## src/rtl/qspi_xip_sequencer.sv

```systemverilog
// qspi_xip_sequencer
//
// Read-only AXI4-Lite execute-in-place front end. Each CPU word read that falls in the
// XIP window is turned into a fixed register sequence on the QSPI master's AXI4-Lite
// control port: write flash address, write trigger, poll status until not busy, read
// data. Reads outside the window return SLVERR with no master traffic. One CPU read is
// in flight at a time.
//
// Optional build macro XIP_CACHE_EN: adds a one-entry word cache so a repeated read of
// the same word is answered without master traffic.
//
// Ports:
//   aclk, aresetn          clock, asynchronous active-low reset
//   s_axi_ar* / s_axi_r*   CPU-side AXI4-Lite read channel (slave)
//   m_axi_aw* / m_axi_w*   QSPI register writes (master); wstrb fixed to 4'hF
//   m_axi_b*               write response; bresp ignored, bready fixed high
//   m_axi_ar* / m_axi_r*   QSPI register reads (master); rresp ignored, rready fixed high
module qspi_xip_sequencer #(
    parameter logic [31:0] XIP_BASE      = 32'h2000_0000,
    parameter logic [31:0] CTRL_BASE     = 32'h1000_0000,
    parameter int unsigned TIMEOUT_POLLS = 256,
    parameter int unsigned POLL_GAP      = 2
) (
    input  logic        aclk,
    input  logic        aresetn,
    input  logic [31:0] s_axi_araddr,
    input  logic        s_axi_arvalid,
    output logic        s_axi_arready,
    output logic [31:0] s_axi_rdata,
    output logic [1:0]  s_axi_rresp,
    output logic        s_axi_rvalid,
    input  logic        s_axi_rready,
    output logic [31:0] m_axi_awaddr,
    output logic        m_axi_awvalid,
    input  logic        m_axi_awready,
    output logic [31:0] m_axi_wdata,
    output logic [3:0]  m_axi_wstrb,
    output logic        m_axi_wvalid,
    input  logic        m_axi_wready,
    input  logic        m_axi_bvalid,
    output logic        m_axi_bready,
    output logic [31:0] m_axi_araddr,
    output logic        m_axi_arvalid,
    input  logic        m_axi_arready,
    input  logic [31:0] m_axi_rdata,
    input  logic        m_axi_rvalid,
    output logic        m_axi_rready
);

    localparam int unsigned PollW = $clog2(TIMEOUT_POLLS + 1);
    localparam int unsigned GapW  = (POLL_GAP < 2) ? 1 : $clog2(POLL_GAP);

    localparam logic [31:0] RegTrig   = CTRL_BASE + 32'h00;
    localparam logic [31:0] RegAddr   = CTRL_BASE + 32'h04;
    localparam logic [31:0] RegData   = CTRL_BASE + 32'h08;
    localparam logic [31:0] RegStatus = CTRL_BASE + 32'h28;

    typedef enum logic [3:0] {
        StIdle, StWrAddr, StWaitB1, StWrTrig, StWaitB2, StGap,
        StPollAr, StPollR, StDataAr, StDataR, StResp
    } state_e;

    state_e             state_q, state_d;
    logic               awvalid_q, awvalid_d, wvalid_q, wvalid_d, arvalid_q, arvalid_d;
    logic [31:0]        awaddr_q, awaddr_d, wdata_q, wdata_d, araddr_q, araddr_d;
    logic               rvalid_q, rvalid_d;
    logic [31:0]        rdata_q, rdata_d;
    logic [1:0]         rresp_q, rresp_d;
    logic [PollW-1:0]   poll_cnt_q, poll_cnt_d, poll_inc;
    logic [GapW-1:0]    gap_cnt_q, gap_cnt_d;
    logic               in_window, aw_done, w_done;
    logic               cache_hit;
    logic [31:0]        cache_data;
    logic               unused_addr_bits;

    // Byte offset within the word is irrelevant for word reads.
    assign unused_addr_bits = ^s_axi_araddr[1:0];

    assign in_window = (s_axi_araddr[31:24] == XIP_BASE[31:24]);
    assign poll_inc  = poll_cnt_q + 1'b1;
    // A channel counts as done once its valid has been accepted (or is accepted now).
    assign aw_done   = !awvalid_q || m_axi_awready;
    assign w_done    = !wvalid_q || m_axi_wready;

`ifdef XIP_CACHE_EN
    logic        cache_valid_q;
    logic [21:0] cache_tag_q, req_tag_q;
    logic [31:0] cache_data_q;

    always_ff @(posedge aclk or negedge aresetn) begin
        if (!aresetn) begin
            cache_valid_q <= 1'b0;
            cache_tag_q   <= '0;
            req_tag_q     <= '0;
            cache_data_q  <= '0;
        end else begin
            if (state_q == StIdle && s_axi_arvalid) begin
                req_tag_q <= s_axi_araddr[23:2];
            end
            if (state_q == StDataR && m_axi_rvalid) begin
                cache_valid_q <= 1'b1;
                cache_tag_q   <= req_tag_q;
                cache_data_q  <= m_axi_rdata;
            end
        end
    end

    assign cache_hit  = cache_valid_q && (cache_tag_q == s_axi_araddr[23:2]);
    assign cache_data = cache_data_q;
`else
    assign cache_hit  = 1'b0;
    assign cache_data = '0;
`endif

    always_comb begin
        state_d    = state_q;
        awvalid_d  = awvalid_q;
        wvalid_d   = wvalid_q;
        arvalid_d  = arvalid_q;
        awaddr_d   = awaddr_q;
        wdata_d    = wdata_q;
        araddr_d   = araddr_q;
        rvalid_d   = rvalid_q;
        rdata_d    = rdata_q;
        rresp_d    = rresp_q;
        poll_cnt_d = poll_cnt_q;
        gap_cnt_d  = gap_cnt_q;

        unique case (state_q)
            StIdle: begin
                if (s_axi_arvalid) begin
                    if (!in_window) begin
                        state_d  = StResp;
                        rvalid_d = 1'b1;
                        rresp_d  = 2'b10;
                        rdata_d  = '0;
                    end else if (cache_hit) begin
                        state_d  = StResp;
                        rvalid_d = 1'b1;
                        rresp_d  = 2'b00;
                        rdata_d  = cache_data;
                    end else begin
                        state_d    = StWrAddr;
                        awvalid_d  = 1'b1;
                        wvalid_d   = 1'b1;
                        awaddr_d   = RegAddr;
                        wdata_d    = {8'h00, s_axi_araddr[23:2], 2'b00};
                        poll_cnt_d = '0;
                    end
                end
            end
            StWrAddr, StWrTrig: begin
                if (m_axi_awready) awvalid_d = 1'b0;
                if (m_axi_wready)  wvalid_d  = 1'b0;
                if (aw_done && w_done) begin
                    state_d = (state_q == StWrAddr) ? StWaitB1 : StWaitB2;
                end
            end
            StWaitB1: begin
                if (m_axi_bvalid) begin
                    state_d   = StWrTrig;
                    awvalid_d = 1'b1;
                    wvalid_d  = 1'b1;
                    awaddr_d  = RegTrig;
                    wdata_d   = 32'h1;
                end
            end
            StWaitB2: begin
                if (m_axi_bvalid) begin
                    gap_cnt_d = '0;
                    if (POLL_GAP == 0) begin
                        state_d   = StPollAr;
                        arvalid_d = 1'b1;
                        araddr_d  = RegStatus;
                    end else begin
                        state_d = StGap;
                    end
                end
            end
            StGap: begin
                if (gap_cnt_q == GapW'(POLL_GAP - 1)) begin
                    state_d   = StPollAr;
                    arvalid_d = 1'b1;
                    araddr_d  = RegStatus;
                end else begin
                    gap_cnt_d = gap_cnt_q + 1'b1;
                end
            end
            StPollAr, StDataAr: begin
                if (m_axi_arready) begin
                    arvalid_d = 1'b0;
                    state_d   = (state_q == StPollAr) ? StPollR : StDataR;
                end
            end
            StPollR: begin
                if (m_axi_rvalid) begin
                    poll_cnt_d = poll_inc;
                    if (!m_axi_rdata[0]) begin
                        state_d   = StDataAr;
                        arvalid_d = 1'b1;
                        araddr_d  = RegData;
                    end else if (poll_inc == PollW'(TIMEOUT_POLLS)) begin
                        state_d  = StResp;
                        rvalid_d = 1'b1;
                        rresp_d  = 2'b10;
                        rdata_d  = '0;
                    end else begin
                        state_d   = StPollAr;
                        arvalid_d = 1'b1;
                        araddr_d  = RegStatus;
                    end
                end
            end
            StDataR: begin
                if (m_axi_rvalid) begin
                    state_d  = StResp;
                    rvalid_d = 1'b1;
                    rresp_d  = 2'b00;
                    rdata_d  = m_axi_rdata;
                end
            end
            StResp: begin
                if (s_axi_rready) begin
                    rvalid_d = 1'b0;
                    state_d  = StIdle;
                end
            end
            default: state_d = StIdle;
        endcase
    end

    always_ff @(posedge aclk or negedge aresetn) begin
        if (!aresetn) begin
            state_q    <= StIdle;
            awvalid_q  <= 1'b0;
            wvalid_q   <= 1'b0;
            arvalid_q  <= 1'b0;
            awaddr_q   <= '0;
            wdata_q    <= '0;
            araddr_q   <= '0;
            rvalid_q   <= 1'b0;
            rdata_q    <= '0;
            rresp_q    <= '0;
            poll_cnt_q <= '0;
            gap_cnt_q  <= '0;
        end else begin
            state_q    <= state_d;
            awvalid_q  <= awvalid_d;
            wvalid_q   <= wvalid_d;
            arvalid_q  <= arvalid_d;
            awaddr_q   <= awaddr_d;
            wdata_q    <= wdata_d;
            araddr_q   <= araddr_d;
            rvalid_q   <= rvalid_d;
            rdata_q    <= rdata_d;
            rresp_q    <= rresp_d;
            poll_cnt_q <= poll_cnt_d;
            gap_cnt_q  <= gap_cnt_d;
        end
    end

    assign s_axi_arready = (state_q == StIdle);
    assign s_axi_rvalid  = rvalid_q;
    assign s_axi_rdata   = rdata_q;
    assign s_axi_rresp   = rresp_q;
    assign m_axi_awaddr  = awaddr_q;
    assign m_axi_awvalid = awvalid_q;
    assign m_axi_wdata   = wdata_q;
    assign m_axi_wstrb   = 4'hF;
    assign m_axi_wvalid  = wvalid_q;
    assign m_axi_bready  = 1'b1;
    assign m_axi_araddr  = araddr_q;
    assign m_axi_arvalid = arvalid_q;
    assign m_axi_rready  = 1'b1;

endmodule

```

## config.mk

```make
export PLATFORM = sky130hd
export DESIGN_NAME = qspi_xip_sequencer
export DESIGN_NICKNAME = d
export VERILOG_FILES = /design/src/rtl/qspi_xip_sequencer.sv
export SDC_FILE = /design/constraint.sdc
export NUM_CORES = 1
export LEC_CHECK = 0
export CORE_MARGIN = 1.5
export CORE_UTILIZATION = 35
export CTS_BUF_LIST = sky130_fd_sc_hd__clkbuf_2 sky130_fd_sc_hd__clkbuf_4 sky130_fd_sc_hd__clkbuf_8
export DETAILED_ROUTE_END_ITERATION = 7
export PLACE_DENSITY_LB_ADDON = 0.2
export SLEW_MARGIN = 25
export SYNTH_ARGS = -nofsm -noshare
export SYNTH_HDL_FRONTEND = slang
export SYNTH_SLANG_ARGS = --single-unit
```

## constraint.sdc

```tcl
create_clock -name aclk -period 2.5 [get_ports aclk]
set_clock_uncertainty 0.2 [all_clocks]
set_input_delay 0.5 -clock aclk [delete_from_list [all_inputs] [get_ports aclk]]
set_output_delay 0.5 -clock aclk [all_outputs]
set_load 0.01 [all_outputs]
```

After elaboration in Yosys (flattened, before gate mapping)
Cells that the tools add are included.
{"block": "word_totals", "input_bits": 73, "wordCells": 138, "reg_bits": 148, "output_inout_bits": 141}
{"block": "classes", "n_eq_ne": 28, "muxes": 70, "addsub": 2, "n_reduce_logical": 26}
{"op": "$mux W32", "count": 16}
{"op": "$pmux W32 S2", "count": 3}
{"op": "$pmux W32 S3", "count": 1}
{"op": "$mux W4", "count": 13}
{"op": "$pmux W4 S9", "count": 1}
{"op": "$ne A2 B2 Y1 const B", "count": 14}
{"op": "$mux W9", "count": 3}
{"op": "$mux W1", "count": 19}
{"op": "$pmux W9 S2", "count": 1}
{"op": "$eq A4 B3 Y1 const B", "count": 4}
{"op": "$reduce_and A5 Y1", "count": 3}
{"op": "$eq A4 B4 Y1 const B", "count": 3}
{"op": "$mux W2", "count": 6}
{"op": "$reduce_and A4 Y1", "count": 3}
{"op": "$add A9 B1 Y9 const B", "count": 1}
{"op": "$eq A9 B9 Y1 const B", "count": 1}
{"op": "$pmux W1 S3", "count": 3}
{"op": "$reduce_and A9 Y1", "count": 1}
{"op": "$reduce_bool A3 Y1", "count": 3}
{"op": "$eq A4 B2 Y1 const B", "count": 2}
{"op": "$eq A8 B6 Y1 const B", "count": 1}
{"op": "$reduce_and A8 Y1", "count": 1}
{"op": "$reduce_bool A2 Y1", "count": 4}
{"op": "$reduce_and A7 Y1", "count": 1}
{"op": "15 further kinds", "count": 18}

Longest topological paths before layout
{"block": "logic_depth", "depth_word": 6, "depth_mapped": 9, "mapped_depth_nobuf": 7}

Worst setup path after synthesis
Ideal clock, no wire load.
{"block": "synth_path", "kind": "register to register", "start": "register poll_cnt_q[0]", "end": "register rdata_q[0], in the netlist s_axi_rdata[0]", "t_arrival_ns": 1.769, "setup_slack_ns": 0.410, "n_path_buf": 1, "stages_incl_launch_ff": 8, "period_less_slack_ns": 2.090, "cell_sequence": "dfrtp_1 -> ha_1 -> or2_2 -> a21oi_1 -> o2111a_1 -> o21ai_2 -> buf_2 -> a22o_1"}
{"block": "synth_between", "elab_chain_len": 4}
{"element": "from (decl)", "line": "69", "rtl": "logic [PollW-1:0] poll_cnt_q, poll_cnt_d, poll_inc;"}
{"element": "from (signal assigned)", "line": "257", "rtl": "poll_cnt_q <= poll_cnt_d;"}
{"element": "$add A9 B1 Y9", "line": "80", "rtl": "assign poll_inc = poll_cnt_q + 1'b1;"}
{"element": "$eq A9 B9 Y1", "line": "202", "rtl": "end else if (poll_inc == PollW'(TIMEOUT_POLLS)) begin"}
{"element": "$ne A2 B2 Y1 (no line)"}
{"element": "$reduce_and A7 Y1 (no line)"}
{"element": "to (signal assigned)", "line": "255", "rtl": "rdata_q <= rdata_d;"}
{"element": "to (decl)", "line": "67", "rtl": "logic [31:0] rdata_q, rdata_d;"}
No other way between the ends.
A chain may end at the register's enable or synchronous reset.

Worst setup path in the final report
{"block": "layout_path", "start": "register state_q[3]", "end": "register state_q[2]"}
{"block": "layout_between", "elab_chain_len": 4, "elab_cells_between_ends": 28, "cone_classes": "eq/ne (19); mux (5); reduce/logical (4)"}
{"element": "from (decl)", "line": "63", "rtl": "state_e state_q, state_d;"}
{"element": "from (signal assigned)", "line": "234", "rtl": "state_q <= StIdle;"}
{"element": "from (signal assigned)", "line": "247", "rtl": "state_q <= state_d;"}
{"element": "$eq A4 B3 Y1, or another cell as far along", "line": "129, 192"}
{"element": "$mux W4, or another cell as far along", "line": "192", "rtl": "state_d = (state_q == StPollAr) ? StPollR : StDataR;"}
{"element": "$mux W4, or another cell as far along", "line": "190", "rtl": "if (m_axi_arready) begin"}
{"element": "$pmux W4 S9 or $reduce_and A9 Y1 (tied branches)"}
Several ways; a longest one is shown, not always the timed one. The select of a mux whose other input is x is not followed.

==> impl_metrics.env <==
export IMPL_outcome="complete, no violations"
export IMPL_n_fill_cell=1094
export IMPL_yosysTopAreaCell="dfrtp_1"
export IMPL_synth_top_cell_area_share_pct=47.6
export IMPL_cap_violations=0
export IMPL_grt_pass1_wl_um=16200
export IMPL_power_frac_seq_pct=35.5
export IMPL_clk_root_buffer_cell="clkbuf_8"
export IMPL_die_h_um=111
export IMPL_slew_headroom_pct=53.8
export IMPL_viasPerCell=4.77
export IMPL_crit_required_ps=2540
export IMPL_cts_tree="done"
export IMPL_worst_slew_pin_slew_ps=692
export IMPL_hold_viol_final=0
export IMPL_ys_top_cells_by_count="80 x buf_4, 78 x dfrtp_1, 56 x a22o_1"
export IMPL_comb_power_share_pct=41.9
export IMPL_cp_end_kind="flop"
export IMPL_grt_antenna_before_repair=0
export IMPL_syn_area_per_cell_sq_um=10.5
export IMPL_hold_class="reg -> reg"
export IMPL_num_rows=39
export IMPL_setup_ws_ps=175
export IMPL_p_clk_share_pct=22.6
export IMPL_synth_cells=390
export IMPL_yosysMostFrequentCell="buf_4"
export IMPL_layout_min_cycle_time_ps=2330
export IMPL_p_leak_nw=2.63
export IMPL_start_kind="flop"
export IMPL_vdd_drop_max_v=0.000327
export IMPL_synthToLayoutAreaGrowth_pct=40.0
export IMPL_rsz0062_at_grt="no"
export IMPL_clk_latency_ps=360
export IMPL_cts_buffers=9
export IMPL_clock_fmax_mhz=430
export IMPL_grt_pass1_vias=3252
export IMPL_drc=0
export IMPL_dr_pass1_iters=4
export IMPL_yosys_top_cells_area="dfrtp_1 48%, buf_4 15%, a22o_1 12%"
export IMPL_ios=214
export IMPL_gr_total_overflow=0
export IMPL_post_route_period_util_pct=93.0
export IMPL_cts_sinks=78
export IMPL_async_flop_share_pct=100
export IMPL_hpwl_um=7360
export IMPL_detail_route_antenna_nets=0
export IMPL_die_x_um=111
export IMPL_antenna_cells=0
export IMPL_critPathKind="reg -> reg"
export IMPL_port_buffers=136
export IMPL_ys_flop_type="dfrtp_1"
export IMPL_clk_pin_slew_ps=80
export IMPL_seq_area_frac_synth_pct=47.6
export IMPL_wirelength_um=10100
export IMPL_synth_area_sq_mm=0.00410
export IMPL_clockBufferDepth=2
export IMPL_crit_arrival_ps=2360
export IMPL_coreArea_sq_mm=0.0114
export IMPL_finalSetupViolCount=0
export IMPL_crit_reg2reg_launch="state_q[3]"
export IMPL_grt_usage_pct=16.4
export IMPL_synth_warnings=0
export IMPL_tns_ps=0
export IMPL_placed_area_sq_mm=0.00548
export IMPL_p_total_mw=4.75
export IMPL_power_switching_mw=1.66
export IMPL_hold_path_startpoint="m_axi_awaddr[28]"
export IMPL_power_internal_mw=3.09
export IMPL_ys_seq_elements=78
export IMPL_final_area_sq_mm=0.00574
export IMPL_power_density_mw_per_mm2=829
export IMPL_finalMaxSlewViolations=0
export IMPL_synth_edf_count=0
export IMPL_grt_max_degree=41
export IMPL_h_tree_depth=3
export IMPL_wl_per_cell_um=14.6
export IMPL_fin_util_pct=50.2
export IMPL_initialDrtViolationCount=120
export IMPL_final_nets=618
export IMPL_p_sw_share_pct=34.9
export IMPL_drive_above_1_share_pct=11.7
export IMPL_post_place_ws_ps=-156
export IMPL_initial_utilization_pct=35.9
export IMPL_critPathLaunch="state_q[3]"
export IMPL_cp_max_fo=12
export IMPL_gp_congestion=0.850
export IMPL_via_count=3293
export IMPL_synthDistinctLibCells=56
export IMPL_die_area_sq_mm=0.0124
==> registers in the layout, summed over array words and instances, names as in the netlist <==
signal         count
s_axi_rdata       32
m_axi_wdata       23
poll_cnt_q         9
state_q            4
m_axi_araddr       2
m_axi_awaddr       2
gap_cnt_q          1
m_axi_arvalid      1
m_axi_awvalid      1
m_axi_wvalid       1
s_axi_rresp        1
s_axi_rvalid       1
==> final timing paths <==
path / endpoint / slack [ps] / cells after the start
hold reg to reg: m_axi_awaddr[28] / 290 / 1
min in group asynchronous: m_axi_wdata[18] / 440 / 2
max in group asynchronous: s_axi_rdata[0] / 1050 / 3
hold / removal: m_axi_awaddr[28] / 290 / 1
setup / recovery: state_q[2] / 170 / 7
setup reg to reg: state_q[2] / 170 / 7
==> layer usage <==
metal  wire length [um]  share of wire [%]  up-vias  GRT usage [%]
met5                  0                  0        -              0
met4                152                1.5        0           5.32
met3                848                8.4       12           6.51
met2               4800                 48      143           26.3
met1               4280                 42     1578           20.1
li1                   -                  -     1560              -
==> worst max-delay path, cell delays in order, from the launching register on <==
cell	delay [ps]
dfrtp_2	430
buf_4	180
buf_4	160
mux2i_1	120
a31oi_1	160
o22ai_1	100
or3_1	470
o32a_1	380
==> metrics by stage <==
stage	instances	hold slack, ps
floorplan	463	4.41
global placement	671	262
CTS	691	291
finish	691	286
detailed placement	671	262
global route	691	314
==> area by class of cell <==
cell class / instances / area [sq um] / area share (%)
multi-input cells: 279 / 1690 / 29.5
inverters: 8 / 30.0 / 0.523
flip-flops and latches: 78 / 1960 / 34.1
clock inverters: 6 / 92.6 / 1.61
repair buffers: 167 / 1660 / 28.9
clock buffers: 10 / 131 / 2.29
well taps: 143 / 179 / 3.12
==> layout by cell type (no fill, tap or decap), types with 3 or more instances in the layout <==
master,netlist,final
nor3_1,4,3
inv_1,7,7
nor2_1,18,18
nand2_1,21,21
clkbuf_8,0,9
a22o_1,56,56
o21ai_0,12,12
dfrtp_2,0,4
o32a_1,3,3
buf_12,0,5
dfrtp_1,78,74
nand3_1,9,9
clkdlybuf4s50_1,0,134
nor4_1,4,4
o22ai_1,3,3
and3_1,5,5
buf_4,80,26
a21oi_1,13,13
a31oi_1,4,4
nand2b_1,5,5
conb_1,2,75
o31ai_1,7,7
==> cell families (layout without fill, tap and decap cells) <==
| group | after synthesis | after routing | synth area share [%] |
|---|---|---|---|
| xor gates and xnor gates | 2 | 2 | 0.428 |
| AOI/OAI and AO/OA | 115 | 115 | 22.1 |
| adders and majority gates | 2 | 2 | 0.611 |
| DFF | 78 | 78 | 47.6 |
| and+or+nand+nor | 83 | 83 | 10.7 |
| buffers and inverters | 106 | 191 | 17.9 |
| other | 2 | 75 | 0.183 |
| muxes | 2 | 2 | 0.489 |
==> power groups by stage <==
| stage | Clock [mW] | Sequential (mW) | Combinational, mW |
|---|---|---|---|
| after floorplan | 0 | 1.75 | 1.14 |
| after global placement | 0 | 1.74 | 1.89 |
| after detailed placement | 0 | 1.75 | 1.91 |
| after CTS | 1.11 | 1.69 | 2.01 |
| after global routing | 1.17 | 1.72 | 2.17 |
| final | 1.08 | 1.69 | 1.99 |
==> repair_timing <==
| item | CTS | global route |
|---|---|---|
| endpoints found under the hold margin | 38 | 0 |
| setup endpoints to repair | 1 | 0 |
| resized for setup | 5 | 0 |
| hold buffers | 1 | 0 |
| buffers inserted | 3 | 0 |
(Power assumes the default switching activity.)
